**config.mk**
```make
export PLATFORM = sky130hd
export DESIGN_NAME = ped_crossing_fsm
export DESIGN_NICKNAME = d
export VERILOG_FILES = /design/src/rtl/ped_crossing_fsm_pkg.sv /design/src/rtl/ped_crossing_fsm_sync_edge_detect.sv /design/src/rtl/ped_crossing_fsm.sv
export SDC_FILE = /design/constraint.sdc
export NUM_CORES = 1
export LEC_CHECK = 0
export CORE_MARGIN = 10
export CORE_UTILIZATION = 45
export DETAILED_ROUTE_END_ITERATION = 8
export PLACE_DENSITY = 0.65
export SYNTH_ARGS = -nofsm -noshare
export SYNTH_HDL_FRONTEND = slang
export SYNTH_SLANG_ARGS = --single-unit
```
**constraint.sdc**
```tcl
create_clock -name clk -period 5.4 [get_ports clk]
set_clock_uncertainty 0.05 [all_clocks]
set_input_delay 1.08 -clock clk [delete_from_list [all_inputs] [get_ports clk]]
set_output_delay 1.08 -clock clk [all_outputs]
set_load 0.03 [all_outputs]
```
**src/rtl/ped_crossing_fsm_pkg.sv**
```systemverilog
// -----------------------------------------------------------------------------
// ped_crossing_fsm_pkg
// Shared definitions for the pedestrian-crossing controller:
//   - one-hot state encoding (also driven out on state_out for debug)
//   - default walk / clearance / flash timing
//   - vehicle red-phase length that bounds the total pedestrian phase
//   - helper that decodes the flashing DONT_WALK lamp from the clear timer
// -----------------------------------------------------------------------------
package ped_crossing_fsm_pkg;

   typedef enum logic [3:0] {
      ST_IDLE  = 4'b0001,
      ST_WAIT  = 4'b0010,
      ST_WALK  = 4'b0100,
      ST_CLEAR = 4'b1000
   } ped_state_t;

   localparam int WALK_CYC_DEF   = 30;
   localparam int CLEAR_CYC_DEF  = 15;
   localparam int FLASH_HALF_DEF = 3;

   // Length of the vehicle red phase at default vehicle timing. WALK plus
   // CLEAR must fit inside it so pedestrians are never lit against traffic.
   localparam int VEH_RED_CYC    = 51;

   // Flash starts lit: timer values 0..half-1 on, half..2*half-1 off, repeat.
   function automatic logic flash_on(input logic [5:0] t, input int half);
      int q;
      q = int'(t) / half;
      return ~q[0];
   endfunction

endpackage

```
**src/rtl/ped_crossing_fsm_sync_edge_detect.sv**
```systemverilog
// -----------------------------------------------------------------------------
// sync_edge_detect
// Two-flop synchroniser for an asynchronous level input, followed by a third
// flop that makes a one-cycle rising-edge pulse. The pulse is formed from
// registered stages only, so it is high for the cycle following the second
// synchroniser edge (i.e. the consumer registers it on the 3rd edge).
// Ports:
//   clk      in   system clock
//   rst_n    in   asynchronous active-low reset
//   i_async  in   raw asynchronous input
//   o_pulse  out  one-cycle pulse on a synchronised rising edge
// -----------------------------------------------------------------------------
module sync_edge_detect (
   input  logic clk,
   input  logic rst_n,
   input  logic i_async,
   output logic o_pulse
);

   logic r_sync1;
   logic r_sync2;
   logic r_sync2_d;

   always_ff @(posedge clk or negedge rst_n) begin
      if (!rst_n) begin
         r_sync1   <= 1'b0;
         r_sync2   <= 1'b0;
         r_sync2_d <= 1'b0;
      end else begin
         r_sync1   <= i_async;
         r_sync2   <= r_sync1;
         r_sync2_d <= r_sync2;
      end
   end

   assign o_pulse = r_sync2 & ~r_sync2_d;

endmodule

```
**src/rtl/ped_crossing_fsm.sv**
```systemverilog
// -----------------------------------------------------------------------------
// ped_crossing_fsm
// Pedestrian-crossing controller fed by the vehicle traffic-light lamps.
// A button press is latched, the controller waits for the start of a vehicle
// red phase, then lights WALK for WALK_CYC cycles followed by a flashing
// DONT_WALK clearance of CLEAR_CYC cycles. Any vehicle lamp conflict aborts to
// IDLE and raises a sticky fault, cleared only by enable=0 or reset.
// Ports:
//   clk          in   system clock, rising edge
//   rst_n        in   asynchronous active-low reset
//   enable       in   block enable (0 = dark, state cleared)
//   ped_button   in   raw push-button, asynchronous
//   veh_red      in   vehicle red lamp, synchronous
//   veh_yellow   in   vehicle yellow lamp, synchronous
//   veh_green    in   vehicle green lamp, synchronous
//   walk         out  WALK lamp
//   dont_walk    out  DONT_WALK lamp
//   req_pending  out  latched pedestrian request
//   countdown    out  remaining pedestrian-phase cycles, 0 outside WALK/CLEAR
//   fault        out  sticky conflict flag
//   state_out    out  one-hot state, for debug
// Outputs are registered: they are decoded from next-state values so that
// they line up with the state register they describe.
// -----------------------------------------------------------------------------
module ped_crossing_fsm
   import ped_crossing_fsm_pkg::*;
#(
   parameter int WALK_CYC   = WALK_CYC_DEF,
   parameter int CLEAR_CYC  = CLEAR_CYC_DEF,
   parameter int FLASH_HALF = FLASH_HALF_DEF
) (
   input  logic       clk,
   input  logic       rst_n,
   input  logic       enable,
   input  logic       ped_button,
   input  logic       veh_red,
   input  logic       veh_yellow,
   input  logic       veh_green,
   output logic       walk,
   output logic       dont_walk,
   output logic       req_pending,
   output logic [6:0] countdown,
   output logic       fault,
   output logic [3:0] state_out
);

   if (WALK_CYC < 1 || WALK_CYC > 63) begin : g_bad_walk
      $error("WALK_CYC out of range 1..63");
   end
   if (CLEAR_CYC < 1 || CLEAR_CYC > 63) begin : g_bad_clear
      $error("CLEAR_CYC out of range 1..63");
   end
   if (FLASH_HALF < 1) begin : g_bad_flash
      $error("FLASH_HALF must be at least 1");
   end
   if (WALK_CYC + CLEAR_CYC > VEH_RED_CYC) begin : g_bad_total
      $error("WALK_CYC + CLEAR_CYC exceeds the vehicle red phase");
   end

   // Registered state and flags
   ped_state_t r_state;
   logic [5:0] r_timer;
   logic       r_req;
   logic       r_fault;
   logic       r_veh_red_d;
   logic       r_walk;
   logic       r_dont_walk;
   logic [6:0] r_countdown;

   // Combinational next values
   ped_state_t w_nxt_state;
   logic [5:0] w_nxt_timer;
   logic       w_nxt_req;
   logic       w_nxt_fault;
   logic       w_nxt_walk;
   logic       w_nxt_dont_walk;
   logic [6:0] w_nxt_countdown;

   logic       w_btn_pulse;
   logic       w_red_rise;
   logic [1:0] w_lamp_cnt;
   logic       w_multi_lamp;
   logic       w_phase_conflict;

   sync_edge_detect u_btn_sync (
      .clk     (clk),
      .rst_n   (rst_n),
      .i_async (ped_button),
      .o_pulse (w_btn_pulse)
   );

   // Vehicle lamps are already in the clk domain; only edge-detect red.
   assign w_red_rise = veh_red & ~r_veh_red_d;

   assign w_lamp_cnt   = {1'b0, veh_red} + {1'b0, veh_yellow} + {1'b0, veh_green};
   assign w_multi_lamp = (w_lamp_cnt > 2'd1);

   // During a pedestrian phase traffic must be held on red and nothing else.
   assign w_phase_conflict = ((r_state == ST_WALK) || (r_state == ST_CLEAR)) &&
                             (!veh_red || veh_yellow || veh_green);

   always_comb begin
      w_nxt_state = r_state;
      w_nxt_timer = r_timer;
      w_nxt_req   = r_req;
      w_nxt_fault = r_fault;

      if (!enable) begin
         w_nxt_state = ST_IDLE;
         w_nxt_timer = 6'd0;
         w_nxt_req   = 1'b0;
         w_nxt_fault = 1'b0;
      end else if (w_multi_lamp || w_phase_conflict) begin
         w_nxt_state = ST_IDLE;
         w_nxt_timer = 6'd0;
         w_nxt_req   = 1'b0;
         w_nxt_fault = 1'b1;
      end else begin
         // Requests are only latched while waiting to cross, never in fault.
         if (w_btn_pulse && !r_fault &&
             ((r_state == ST_IDLE) || (r_state == ST_WAIT))) begin
            w_nxt_req = 1'b1;
         end

         case (r_state)
            ST_IDLE: begin
               if (r_req && !r_fault) begin
                  w_nxt_state = ST_WAIT;
               end
            end
            ST_WAIT: begin
               // Only the start of a red phase opens the crossing, so a
               // request arriving mid-red waits for the next full red.
               if (w_red_rise) begin
                  w_nxt_state = ST_WALK;
                  w_nxt_timer = 6'd0;
                  w_nxt_req   = 1'b0;
               end
            end
            ST_WALK: begin
               if (r_timer == 6'(WALK_CYC - 1)) begin
                  w_nxt_state = ST_CLEAR;
                  w_nxt_timer = 6'd0;
               end else begin
                  w_nxt_timer = r_timer + 6'd1;
               end
            end
            ST_CLEAR: begin
               if (r_timer == 6'(CLEAR_CYC - 1)) begin
                  w_nxt_state = ST_IDLE;
                  w_nxt_timer = 6'd0;
               end else begin
                  w_nxt_timer = r_timer + 6'd1;
               end
            end
            default: begin
               w_nxt_state = ST_IDLE;
               w_nxt_timer = 6'd0;
            end
         endcase
      end
   end

   // Output decode from the next-state values (registered below).
   always_comb begin
      w_nxt_walk      = (w_nxt_state == ST_WALK);
      w_nxt_dont_walk = 1'b0;
      w_nxt_countdown = 7'd0;

      if (enable) begin
         case (w_nxt_state)
            ST_WALK:  w_nxt_dont_walk = 1'b0;
            ST_CLEAR: w_nxt_dont_walk = flash_on(w_nxt_timer, FLASH_HALF);
            default:  w_nxt_dont_walk = 1'b1;
         endcase
      end

      case (w_nxt_state)
         ST_WALK:  w_nxt_countdown = 7'(WALK_CYC + CLEAR_CYC) - {1'b0, w_nxt_timer};
         ST_CLEAR: w_nxt_countdown = 7'(CLEAR_CYC) - {1'b0, w_nxt_timer};
         default:  w_nxt_countdown = 7'd0;
      endcase
   end

   always_ff @(posedge clk or negedge rst_n) begin
      if (!rst_n) begin
         r_state     <= ST_IDLE;
         r_timer     <= 6'd0;
         r_req       <= 1'b0;
         r_fault     <= 1'b0;
         r_veh_red_d <= 1'b0;
         r_walk      <= 1'b0;
         r_dont_walk <= 1'b0;
         r_countdown <= 7'd0;
      end else begin
         r_state     <= w_nxt_state;
         r_timer     <= w_nxt_timer;
         r_req       <= w_nxt_req;
         r_fault     <= w_nxt_fault;
         r_veh_red_d <= veh_red;
         r_walk      <= w_nxt_walk;
         r_dont_walk <= w_nxt_dont_walk;
         r_countdown <= w_nxt_countdown;
      end
   end

   assign walk        = r_walk;
   assign dont_walk   = r_dont_walk;
   assign req_pending = r_req;
   assign countdown   = r_countdown;
   assign fault       = r_fault;
   assign state_out   = r_state;

endmodule

```
==> results.txt <==
- After synthesis the netlist holds a flip-flop and latch count of 25.
- Wires add up to about 6.2 mm.
- Area growth, synth to finish: 25.9%
- MaxCap Viol Count: 0
* Synth area leader: dfrtp_1
- STA classifies the critical path startpoint as an input pin.
* Finished Layout Cells: around 390
* Wire length of the first global-routing pass: around 11 mm
- In this run the power density over the cells is between 100 and 150 nW/um^2.
- Combined area of all synthesized cells: roughly 2200 um^2
- Across every metal layer, demand over resource in global routing totals 15.1%.
- After synthesis, the cell types taking the most area are dfrtp_1 (27%), ha_1 (6.1%), nand2_1 (4.7%).
- The die is 90.7 um tall.
- Critical Path Fanout Max: 3
- After synthesis, the share of flip-flops with an asynchronous set or reset is 100%.
- The number of clock buffers added by TritonCTS is 3.
- The final max-slew violation count came to 0.
- Predominant post-synthesis flop cell: dfrtp_1
- Drc violations: 0
- Number of vias in the routed layout: 2233
- The post-route netlist has a little over a fifth of its cells at a drive strength greater than 1.
- Result of the run: complete, no violations
- Net switching is about a quarter of the power.
- Clock share of power: roughly a third
- The tree built by TritonCTS fans out to 25 sinks.
- Across all hold checks on the routed design, the worst slack comes to 313 ps.
- Average size of a mapped cell: approximately 8.4 um^2
* WP data required: between 5000 and 6000 ps
- The number of global-route vias before repair was between 2000 and 2500.
* Length of the first detailed-routing pass in iterations: 4
- Tightest Pin Transition: 728 ps
- Detailed placement finished with a half-perimeter wire length of roughly 4.9 mm.
* Data arrival at the endpoint of the critical path: ~5200 ps
- Area share of the leading cell type in the synthesized netlist: a little over a quarter
- Skew-Pair Late Insertion Delay: approximately 270 ps
* Last weighted congestion value of the routability-driven placer: 0.995
- Register clock-pin slew on the reported worst setup and hold paths: approximately 100 ps
- Kind of critical path: in -> reg
- Average wire per standard cell: 16.2 um
- Portion of total power attributed to sequential cells: a little under three fifths
* Comb pwr share: 11.0%
* Row Count: 25
* Endpoints failing hold: 0
- Cell count after placement: between 300 and 400
* Iter 0 DRT Violations: 122
- Across the VDD grid, the largest voltage drop is 0.127 mV.
- Count of final setup violators: 0
- Most common cell after layout, fill and taps aside: buf_4
* Die width: just over 90 um
- Longest Clk Path Bufs: 2
- CTS Root Cell: clkbuf_8
- The number of different library cells used by synthesis comes to 73.
- Core box area: about 4800 um^2
* Yosys warns: 0
- Detail-routed via count per cell: approximately 5.8
- Most frequent cells in the layout: buf_4 (34), nand2_1 (28), dfrtp_1 (24), clkdlybuf4s50_1 (20), o21ai_0 (17)
* Layout net count: ~340
* Number of levels the H-tree was split into: 1
- Final worst-path cycle share: a little over nine tenths
* Final critical path time including I/O delays and setup: between 5000 and 6000 ps
- Yosys mapped a number of flops with a built-in enable equal to 0.
- The count of nets left with antenna violations once routing finished came out at 0.
* Gate count of the mapped netlist: about 270
* Crit. End Element: register
- Counting every net in the synthesized netlist gives approximately 290.
* Worst min path class: reg -> reg
* IO Pins: 22
- Sequential area share after synthesis: approximately 28%
* Die ar.: ~8000 um^2
- Antenna Cells: 0
- For this configuration, the core starts out at a cell density of a little under half.
* CTS tree: yes
- Count of input and output buffers: 21
- Net Switching: roughly 0.090 mW
- Derived from the worst setup path, the maximum achievable clock frequency is 196 MHz.
- Initial antenna violation count: 0
- The worst pin sits at a relative slew slack of approximately 51%.
- In this run the static leakage power is 1.21 nW.
- Residual overflow from global routing: 0
- Internal power comes to between 0.2 and 0.3 mW.
- Entering global routing, the biggest net connects 26 pins.
[worst paths after layout]
path                                     from            endpoint  slack, ps  cells past startpoint
max in group asynchronous               rst_n        state_out[0]       3890                      2
min                        u_btn_sync.r_sync1  u_btn_sync.r_sync2        310                      0
max reg2reg                      state_out[3]           dont_walk        510                     21
max                                 veh_green           dont_walk        300                     23
min in group asynchronous               rst_n        countdown[5]       1110                      2
min reg2reg                u_btn_sync.r_sync1  u_btn_sync.r_sync2        310                      0
[per-stage QoR]
step           worst slack (ps)  util, %  setup TNS (ps)  area (um^2)  power, mW
4_1_cts                     109     58.1               0         2780      0.355
5_1_grt                   -8.95     59.1           -8.95         2830      0.367
6_report                    299     59.1               0         2830      0.352
2_1_floorplan              30.8        -               0         2250      0.215
3_5_place_dp               -167     57.1            -167         2730      0.236
3_3_place_gp               -109     57.1            -109         2730      0.235
[final cells by class]
class / count / area (um^2)
clock inverter: 1 / 8.76
tap: 67 / 83.8
multi-input combinational: 216 / 1530
sequential: 25 / 627
inverter: 19 / 73.8
timing repair buffer: 55 / 468
clock buffer: 3 / 41.3
fill: 434 / 1960
[state kept, by name (all words and copies together), names as in the netlist]
name / cells
countdown: 7
dont_walk: 1
fault: 1
r_timer: 6
r_veh_red_d: 1
req_pending: 1
state_out: 4
u_btn_sync.r_sync1: 1
u_btn_sync.r_sync2: 1
u_btn_sync.r_sync2_d: 1
walk: 1
[worst max-delay path, stage by stage]
cell and delay, ps:
clkdlybuf4s50_1 500, ha_1 230, a211oi_1 200, buf_4 160, o21ai_2 90, a21oi_2 150
ha_1 290, a21oi_2 170, a31o_2 190, o32a_1 150, a21boi_0 120, nor2_1 110
nor2_1 60, ha_1 190, inv_1 80, o31a_1 130, o2111ai_1 130, nor3_2 170
a2bb2oi_2 90, or3b_1 340, a211o_1 310, a32oi_1 180, o21ai_1 80
[cells by family after synthesis]
logic type      after synthesis  synth area share, %
simple gates                 99                 23.3
compound gates               95                 32.5
buf+inv                      27                 5.68
flops                        25                 27.9
fa+ha+maj                    11                 6.12
xor+xnor                      7                 2.73
mux                           4                 1.78
[synth_stat cells, types with 5 or more instances]
master	number
o21ai_0	19
dfrtp_1	24
o211ai_1	5
nand2_1	28
ha_1	11
nor3_1	12
a21oi_1	14
or3_1	5
inv_1	16
nand3_1	11
and3_1	5
nor2_1	15
xnor2_1	7
[layer usage]
| metal | global-route usage, % | part of all wire, % | vias to the layer above | wire length, um |
|---|---|---|---|---|
| met5 | 0 | 0 | - | 0 |
| met2 | 24.2 | 46 | 79 | 2880 |
| li1 | - | - | 1115 | - |
| met3 | 2.49 | 6.2 | 8 | 386 |
| met4 | 3.58 | 1.1 | 0 | 68 |
| met1 | 20.6 | 47 | 1031 | 2910 |
[power groups by stage]
stage	Clock (mW)	Combinational, mW	Sequential [mW]
floorplan	0	0.0139	0.201
global placement	0	0.0380	0.197
detailed placement	0	0.0381	0.198
CTS	0.122	0.0383	0.194
global route	0.129	0.0426	0.195
finish	0.119	0.0385	0.194
[repair_timing]
action                     4_1_cts  5_1_grt
setup endpoints to repair        0        1
hold buffers                     0        0
setup buffers                    0        2
resized for setup                0       10
(Power assumes the default switching activity.)
==> patch: new RTL, config.mk and constraints unchanged <==
Remove the register `r_countdown`: a continuous assignment takes its place, so the output `countdown` follows one clock earlier.
--- a/src/rtl/ped_crossing_fsm.sv
+++ b/src/rtl/ped_crossing_fsm.sv
@@ -192,5 +192,4 @@
          r_walk      <= 1'b0;
          r_dont_walk <= 1'b0;
-         r_countdown <= 7'd0;
       end else begin
          r_state     <= w_nxt_state;
@@ -201,7 +200,8 @@
          r_walk      <= w_nxt_walk;
          r_dont_walk <= w_nxt_dont_walk;
-         r_countdown <= w_nxt_countdown;
       end
    end
+
+   assign r_countdown = w_nxt_countdown;
 
    assign walk        = r_walk;
Check against the original RTL: not equivalent (Yosys sat finds a counterexample within 10 cycles, from zero or initial values and one cycle with rst_n low).
==> patch against the original RTL <==
- non-clock buffer count increased by 3
- worst setup slack got worse by 0.032 ns
- count of clock-buffer cells in the layout grew 1
- total power shrank 17%
- routed wire length down 0.37%
- core utilization is 1.2 points higher
- sequential cell count shrank 7
- area after synthesis fell by 7.8%
- cell area fell by 5.9%
==> patch: results (changes against the original RTL) <==
outcome:
  outcome: "finished clean"  # unchanged
logic_synthesis:
  ys_top_cells_by_count: "28 x nand2_1, 19 x o21ai_0, 17 x dfrtp_1"  # was 28 x nand2_1, 24 x dfrtp_1, 19 x o21ai_0
  ys_top_cells_by_area: "dfrtp_1 21%, ha_1 6.6%, nand2_1 5.1%"  # was dfrtp_1 27%, ha_1 6.1%, nand2_1 4.7%
  synth_nets: 279  # was 286
routing:
  drt_wl_total_um: 6221  # was 6244 um
  route.met3.wl_um: 309  # was 386 um
  routed-wl-met2_um: 2888  # was 2881 um
  vias_per_cell: 6.052  # was 5.785
  drt_pre_antenna_iters: 5  # was 4
  drt-met1-wl_um: 2928  # was 2908 um
critical_path:
  max_stage_delay_ns: 0.52  # was 0.50 ns
  worstPathArrival_ns: 5.23  # was 5.21 ns
clocking:
  path_clk_slew_ns: 0.08  # was 0.10 ns
global_route:
  grt_pass1_vias: 2201  # was 2183
  grt_max_degree: 19  # was 26
  use_met2_pct: 27.18  # was 24.16%
  grtUsageMet1_pct: 20.89  # was 20.56%
  grtUsageMet3_pct: 3.250  # was 2.494%
  grtUsageTotal_pct: 16.48  # was 15.13%
cells_and_area:
  drive_above_1_share_pct: 23.81  # was 21.32%
  fin_nets: 334  # was 338
  largest_register_ffs: 6  # was 7
power:
  ir_worst_vdd_mv: 0.1064  # was 0.1270 mV
  p_leak_uw: 0.001138  # was 0.001212 uW
placed_design:
  dpl.hpwl_um: 4863  # was 4945 um
[patch: layout make-up]
cell class	instances	area, um^2
Timing Repair Buffer	58	480.5
Fill cell	418	1752
Inverter	19	73.82
Multi-Input combinational cell	216	1536
Sequential cell	18	451.7
Clock buffer	4	55.05
Tap cell	52	65.06
[patch: stage by stage]
step	total power, uW	utilization (%)	cells	TNS, ns
after global placement	181.0	57.94	362	-0.02933
after CTS	293.8	59.18	366	0
after detailed placement	181.4	57.94	362	-0.1383
after floorplan	161.2	-	261	0
after global routing	304.7	60.32	367	0
final	293.3	60.32	367	0
[patch: path summary, 6_finish.rpt]
check | cells past startpoint | startpoint | endpoint | slack, ns
min in group asynchronous | 1 | rst_n | r_timer[3] | 1.25
hold reg to reg | 0 | u_btn_sync.r_sync1 | u_btn_sync.r_sync2 | 0.31
setup reg to reg | 21 | state_out[1] | dont_walk | 0.58
hold / removal | 0 | u_btn_sync.r_sync1 | u_btn_sync.r_sync2 | 0.31
setup / recovery | 23 | veh_green | dont_walk | 0.27
max in group asynchronous | 1 | rst_n | r_timer[5] | 3.53
[patch: logic make-up (layout without fill, tap and decap cells)]
| kind of cell | count (synthesis) | count (layout) | share of synthesized area, % |
|---|---|---|---|
| AO/OA/AOI/OAI | 95 | 95 | 35.27 |
| XOR/XNOR | 7 | 7 | 2.959 |
| adder cells (fa/ha/maj) | 11 | 11 | 6.642 |
| buffers and inverters | 27 | 81 | 6.159 |
| flip-flops | 18 | 18 | 21.80 |
| multiplexers | 4 | 4 | 1.932 |
| AND/OR/NAND/NOR | 99 | 99 | 25.24 |
[patch: power by group]
part	internal [uW]	switching, uW
registers	138	2.89
logic	17.3	21.1
clock network	64.9	48.6
total	221	72.6
